--- config.mk ---
export PLATFORM = sky130hd
export DESIGN_NAME = fir_sample_feeder
export DESIGN_NICKNAME = d
export VERILOG_FILES = /design/src/rtl/fir_pkg.sv /design/src/rtl/fir_sample_feeder.sv
export SDC_FILE = /design/constraint.sdc
export NUM_CORES = 1
export LEC_CHECK = 0
export BUFFER_PORTS_ARGS = -buffer_cell sky130_fd_sc_hd__buf_2
export CAP_MARGIN = 20
export CORE_MARGIN = 1.5
export CORE_UTILIZATION = 45
export CTS_BUF_LIST = sky130_fd_sc_hd__clkbuf_16
export DETAILED_ROUTE_END_ITERATION = 8
export HOLD_SLACK_MARGIN = 0.1
export PLACE_DENSITY_LB_ADDON = 0.08
export SLEW_MARGIN = 20
export SYNTH_ARGS = -nofsm -noshare
export SYNTH_HDL_FRONTEND = slang
export SYNTH_SLANG_ARGS = --single-unit
export TNS_END_PERCENT = 100
--- constraint.sdc ---
create_clock -name clk -period 2.1 [get_ports clk]
set_input_delay 0.42 -clock clk [delete_from_list [all_inputs] [get_ports clk]]
set_output_delay 0.42 -clock clk [all_outputs]
set_load 0.02 [all_outputs]
--- src/rtl/fir_pkg.sv ---
// Constants and state encoding shared by the FIR core, the sample feeder and its bench.
package fir_pkg;
   localparam int SAMPLE_W  = 16;
   localparam int FRAME_LEN = 64;
   localparam int WR_CNT_W  = $clog2(FRAME_LEN);

   typedef enum logic [1:0] {
      IDLE  = 2'd0,
      FILL  = 2'd1,
      DRAIN = 2'd2
   } feeder_state_t;
endpackage

--- src/rtl/fir_sample_feeder.sv ---
// Frames a valid/ready sample stream into the FIR core's input FIFO, one
// FRAME_LEN burst per able2write high phase.
module fir_sample_feeder
   import fir_pkg::*;
#(
   parameter int SAMPLE_W  = fir_pkg::SAMPLE_W,
   parameter int FRAME_LEN = fir_pkg::FRAME_LEN,
   parameter int CNT_W     = 16
) (
   input  logic                clk,
   input  logic                rst,
   input  logic [SAMPLE_W-1:0] s_data,
   input  logic                s_valid,
   output logic                s_ready,
   input  logic                able2write,
   output logic [SAMPLE_W-1:0] data_in,
   output logic                in_write_ctrl,
   output logic                frame_done,
   output logic [CNT_W-1:0]    frame_count,
   output logic                proto_err
);
   localparam int WR_W = $clog2(FRAME_LEN);
   localparam logic [WR_W-1:0] LAST_WORD = WR_W'(FRAME_LEN - 1);

   feeder_state_t       r_state;
   logic [WR_W-1:0]     r_wr_cnt;
   logic [SAMPLE_W-1:0] r_data;
   logic                r_write;
   logic                r_frame_done;
   logic [CNT_W-1:0]    r_frame_count;
   logic                r_proto_err;
   logic                w_accept;

   // able2write gates acceptance directly so a premature drain stalls the
   // very cycle it is seen.
   assign s_ready  = (r_state == FILL) && able2write;
   assign w_accept = s_valid && s_ready;

   always_ff @(posedge clk) begin
      if (rst) begin
         r_state       <= IDLE;
         r_wr_cnt      <= '0;
         r_data        <= '0;
         r_write       <= 1'b0;
         r_frame_done  <= 1'b0;
         r_frame_count <= '0;
         r_proto_err   <= 1'b0;
      end else begin
         r_write      <= 1'b0;
         r_frame_done <= 1'b0;
         if (w_accept) begin
            r_data  <= s_data;
            r_write <= 1'b1;
         end
         case (r_state)
            IDLE: begin
               if (able2write) begin
                  r_state  <= FILL;
                  r_wr_cnt <= '0;
               end
            end
            FILL: begin
               // The last-word transition wins over the drain check.
               if (w_accept) begin
                  if (r_wr_cnt == LAST_WORD) begin
                     r_state       <= DRAIN;
                     r_wr_cnt      <= '0;
                     r_frame_done  <= 1'b1;
                     r_frame_count <= r_frame_count + CNT_W'(1);
                  end else begin
                     r_wr_cnt <= r_wr_cnt + WR_W'(1);
                  end
               end else if (!able2write) begin
                  r_proto_err <= 1'b1;
               end
            end
            DRAIN: begin
               // Wait out the core's stale-high flag until it starts reading.
               if (!able2write) r_state <= IDLE;
            end
            default: r_state <= IDLE;
         endcase
      end
   end

   assign data_in       = r_data;
   assign in_write_ctrl = r_write;
   assign frame_done    = r_frame_done;
   assign frame_count   = r_frame_count;
   assign proto_err     = r_proto_err;
endmodule

* Word level (Yosys, flattened, before mapping)
Index checks and enable logic that the tools add are counted.
** Operators by class
- $add $sub $neg :: 2
- Equal/unequal tests :: 7
- Multiplexer cells :: 11
- Bitwise logic cells :: 3
- Reduce and logical (&&, ||, !) cells :: 9
** Operators by type and width (count)
- 6-bit 2-to-1 mux :: 3
- 16-bit by 1-bit adder with 16-bit output, second input constant :: 1
- 6-bit case mux with 2 select lines :: 1
- 3-bit AND reduction :: 3
- 2-bit 2-to-1 mux :: 4
- 6-bit by 1-bit adder with 6-bit output, second input constant :: 1
- 6-bit == test, second input constant :: 1
- 2-bit != test, second input constant :: 3
- 2-bit case mux with 3 select lines :: 1
- 4-bit AND reduction :: 1
- 1-bit NOT :: 3
- 3-bit OR reduction :: 1
- 2-bit by 1-bit == test with 1-bit output, second input constant :: 1
- 2-bit == test, second input constant :: 1
- 1-bit logical AND :: 2
- 2-bit logical NOT :: 1
- 1-bit 2-to-1 mux :: 2
- 2-bit by 1-bit != test with 1-bit output, second input constant :: 1
- 2-bit nonzero test :: 1
** Word-level totals
- Register bits :: 43
- Input bits :: 20
- Output and inout port bits :: 36

* Logic depth before layout (Yosys ltp)
- Word-level depth :: 5
- Depth in mapped cells :: 7
- Mapped depth without buffers :: 5

* Least setup slack after synthesis
OpenSTA, ideal clock, no wires.
- Path type :: input to register
- Start :: in able2write
- End :: reg r_frame_count[15] (netlist: frame_count[15])
- Library setup time :: 70 ps
- Arrival :: 1700 ps
- Data required time :: 2030 ps
- Path slack :: 330 ps
- Cell stages on the path :: 7
- Buffers on the path :: 3
- Cell sequence :: buf_4 -> and4b_1 -> buf_6 -> nand3_4 -> buf_6 -> or4_1 -> a21oi_1
** Between the ends
- Longest elaborated chain between the ends :: 3
** RTL lines
- from (decl) :: RTL line fir_sample_feeder.sv:15 : input logic able2write,
- 1-bit logical AND :: RTL line fir_sample_feeder.sv:36 : assign s_ready = (r_state == FILL) && able2write;
- 1-bit logical AND :: RTL line fir_sample_feeder.sv:37 : assign w_accept = s_valid && s_ready;
- 3-bit AND reduction (no source line)
- to (signal assigned) :: RTL line fir_sample_feeder.sv:69 : r_frame_count <= r_frame_count + CNT_W'(1);
- to (decl) :: RTL line fir_sample_feeder.sv:30 : logic [CNT_W-1:0] r_frame_count;
No other way between the ends.
A chain may end at the register's enable or synchronous reset.

* Worst setup path after layout
- Start :: reg r_wr_cnt[0]
- End :: reg r_frame_count[12] (netlist: frame_count[12])
** Between the ends
- Longest elaborated chain between the ends :: 2
** RTL lines
- from (decl) :: RTL line fir_sample_feeder.sv:26 : logic [WR_W-1:0] r_wr_cnt;
- from (signal assigned) :: RTL line fir_sample_feeder.sv:71 : r_wr_cnt <= r_wr_cnt + WR_W'(1);
- 6-bit == test :: RTL line fir_sample_feeder.sv:65 : if (r_wr_cnt == LAST_WORD) begin
- 3-bit AND reduction (no source line)
No other way between the ends.

==> flow_summary.json <==
{
  "post_cts_resized": 0,
  "slowest_delay_ps": 540,
  "finalSetupViolCount": 0,
  "drtPass1Iterations": 4,
  "crit_path_start_kind": "register",
  "path_max_fanout": 14,
  "ctsHoldBuffers": 0,
  "start_util_pct": 47.86,
  "switching_power_w": 0.0003689,
  "cts_made_buffers": 5,
  "worst_ep_arrival_time_ps": 2010,
  "synth_largest_area_cell": "dfxtp_1",
  "grt_use_total_pct": 20.52,
  "min_path_type": "in2reg",
  "slew_violations": 0,
  "critical_path.top_delay_family": "simple AND/OR/NAND/NOR gates",
  "path_buf_inv": 0,
  "p_comb_share_pct": 5.5,
  "switching_share_pct": 20.61,
  "yosysWarnings": 0,
  "syn-cell-area_mm2": 0.001792,
  "dp_hpwl_mm": 2.751,
  "final_cell_mix": "55 x buf_2, 43 x dfxtp_1, 38 x nand2_1",
  "rsz0062_at_grt": "false",
  "worstPathCellList": "ha_1 -> and3_1 -> nand3_4 -> or4_1 -> a21oi_1",
  "drv_cap": 0,
  "power.share.clock_pct": 47.6,
  "drt_wl_total_mm": 3.947,
  "num_vias": 1678,
  "htree_levels": 2,
  "clock-sinks": 43,
  "num_antenna_cells": 0,
  "num_io_pins": 56,
  "tightestPinTransition_ps": 664.9,
  "mostFrequentLayoutCell": "buf_2",
  "insertion_delay_ps": 280,
  "cts_buffer_depth": 2,
  "nNetsFinal": 291,
  "die_h_um": 66.10,
  "dieWidth_um": 66.10,
  "slowest_stage": "or4_1",
  "drive_gt1_share_pct": 25.19,
  "cts_root_buf": "clkbuf_16",
  "status": "finished clean",
  "p_seq_share_pct": 46.8,
  "port_buffers": 55,
  "synth_area_leaders": "dfxtp_1 48%, a21oi_1 8.9%, nand2_1 8.0%",
  "max_freq_mhz": 555.9,
  "grt_first_pass_wirelength_mm": 6.975,
  "drt_iter0_markers": 93,
  "synth_nets": 235,
  "cts.reportedPaths.clkPinSlew_ps": 60,
  "synth_seq_cells": 43,
  "finalHoldViolCount": 0,
  "synth_seq_area_share_pct": 48.04,
  "grt_pass1_vias": 1573,
  "gp_congestion": 0.7479,
  "avgSynthCellArea_um2": 8.412,
  "timing.final.crit_share_pct": 85.66,
  "syn_inst": 213,
  "antenna_found_initial": 0,
  "grt_max_degree": 32,
  "min_from": "s_data[15]",
  "dieArea_mm2": 0.004369,
  "n_fill_cell": 383,
  "critPathKind": "reg2reg",
  "clock-skew-final_ps": 5.161,
  "rr_startpoint": "r_wr_cnt[0]$_SDFFE_PP0P_",
  "cellPowerDensity_mw_per_mm2": 790.8,
  "timing.final.crit_period_ps": 1799,
  "relSlewSlack_pct": 55.55,
  "num_rows": 22,
  "crit_path_end_kind": "register",
  "routed_via_density": 5.277,
  "yosys.area.top_type_share_pct": 48.04,
  "intPower_w": 0.001421,
  "cp_data_required_time_ps": 2310,
  "postRouteAntennaNets": 0,
  "drcViolationCount": 0,
  "fin_util_pct": 60.46,
  "leakagePower_nw": 0.9283,
  "cts_tree": "built",
  "avgRoutedWirePerCell_um": 12.41,
  "vdd_drop_max_v": 0.0005844,
  "synth_cell_types": 32,
  "fin_tns_setup_ps": 0,
  "core_mm2": 0.003744,
  "cp-startpoint": "r_wr_cnt[0]$_SDFFE_PP0P_",
  "overflow": 0,
  "cts_setup_buffers": 0,
  "area_growth_pct": 26.33
}
[flip-flops by register name, indices dropped and copies added (netlist names)]
| register | flops |
|---|---|
| data_in | 16 |
| frame_count | 16 |
| r_wr_cnt | 6 |
| r_state | 2 |
| frame_done | 1 |
| in_write_ctrl | 1 |
| proto_err | 1 |
[power by group through the flow]
| stage | Sequential (W) | Clock [W] | Combinational, W |
|---|---|---|---|
| 6_report | 0.000838 | 0.000853 | 0.0000989 |
| 5_1_grt | 0.000840 | 0.000916 | 0.000111 |
| 4_1_cts | 0.000838 | 0.000869 | 0.000100 |
| 3_5_place_dp | 0.000856 | 0 | 0.0000996 |
| 3_3_place_gp | 0.000856 | 0 | 0.0000992 |
| 2_1_floorplan | 0.000868 | 0 | 0.0000490 |
[path summary, 6_finish.rpt]
| path | endpoint | slack [ps] | cells past startpoint |
|---|---|---|---|
| setup / recovery | frame_count[12]$_SDFFE_PP0P_ | 300 | 5 |
| hold / removal | data_in[15]$_SDFFE_PP0P_ | 370 | 3 |
| setup reg to reg | frame_count[12]$_SDFFE_PP0P_ | 300 | 5 |
| hold reg to reg | data_in[9]$_SDFFE_PP0P_ | 450 | 2 |
[cells in the mapped netlist (all sizes together)]
cell    count
or4         5
nand4       7
clkbuf      6
and4        2
a21o        1
nand3b      1
and3        1
nor4        2
nor4b       1
nand3       9
and2        3
mux2i       1
nor2       13
nand2      38
o21ai      11
or3         7
mux2        1
buf         4
xor2        1
a21oi      32
nand2b      1
xnor2       5
o31ai       5
nor3        4
nor2b       4
ha          2
dfxtp      43
and4b       1
inv         2
[metrics by stage]
| step | worst slack, ps | power (W) | area, µm² | std cells | hold WS (ps) |
|---|---|---|---|---|---|
| CTS | 293.3 | 0.001807 | 2263 | 318 | 373.2 |
| global route | 105.0 | 0.001866 | 2263 | 318 | 373.5 |
| finish | 301.1 | 0.001790 | 2263 | 318 | 371.7 |
| global placement | 302.9 | 0.0009547 | 2100 | 310 | 440.4 |
| floorplan | 329.9 | 0.0009167 | 1792 | 213 | 452.0 |
| detailed placement | 248.2 | 0.0009557 | 2100 | 310 | 444.8 |
[kinds of logic after synthesis]
group	after synthesis	synth area share, %
and+or+nand+nor	99	28.28
DFF	43	48.04
xor gates and xnor gates	6	2.933
adders and majority gates	2	1.396
AOI/OAI and AO/OA	49	14.53
muxes	2	1.187
buffers and inverters	12	3.631
[worst min-delay path, stage by stage]
cell	delay, ps
buf_2	90
nand2_1	40
a21oi_1	50
[cell type report]
type / instances / area, µm² / area share, %
repair buffers: 59 / 305.3 / 13.49
well taps: 48 / 60.06 / 2.653
inverters: 2 / 7.507 / 0.3317
multi-input cells: 158 / 865.8 / 38.25
flip-flops and latches: 43 / 860.8 / 38.03
clock inverters: 3 / 38.79 / 1.714
clock buffers: 5 / 125.1 / 5.528
[per-layer routing]
metal	vias up	track usage (%)	routed length, µm
li1	862	-	-
met1	769	25.90	1891
met2	42	34.00	1818
met3	5	5.111	197
met4	0	6.888	40
met5	-	0	0
(Power assumes the default switching activity.)
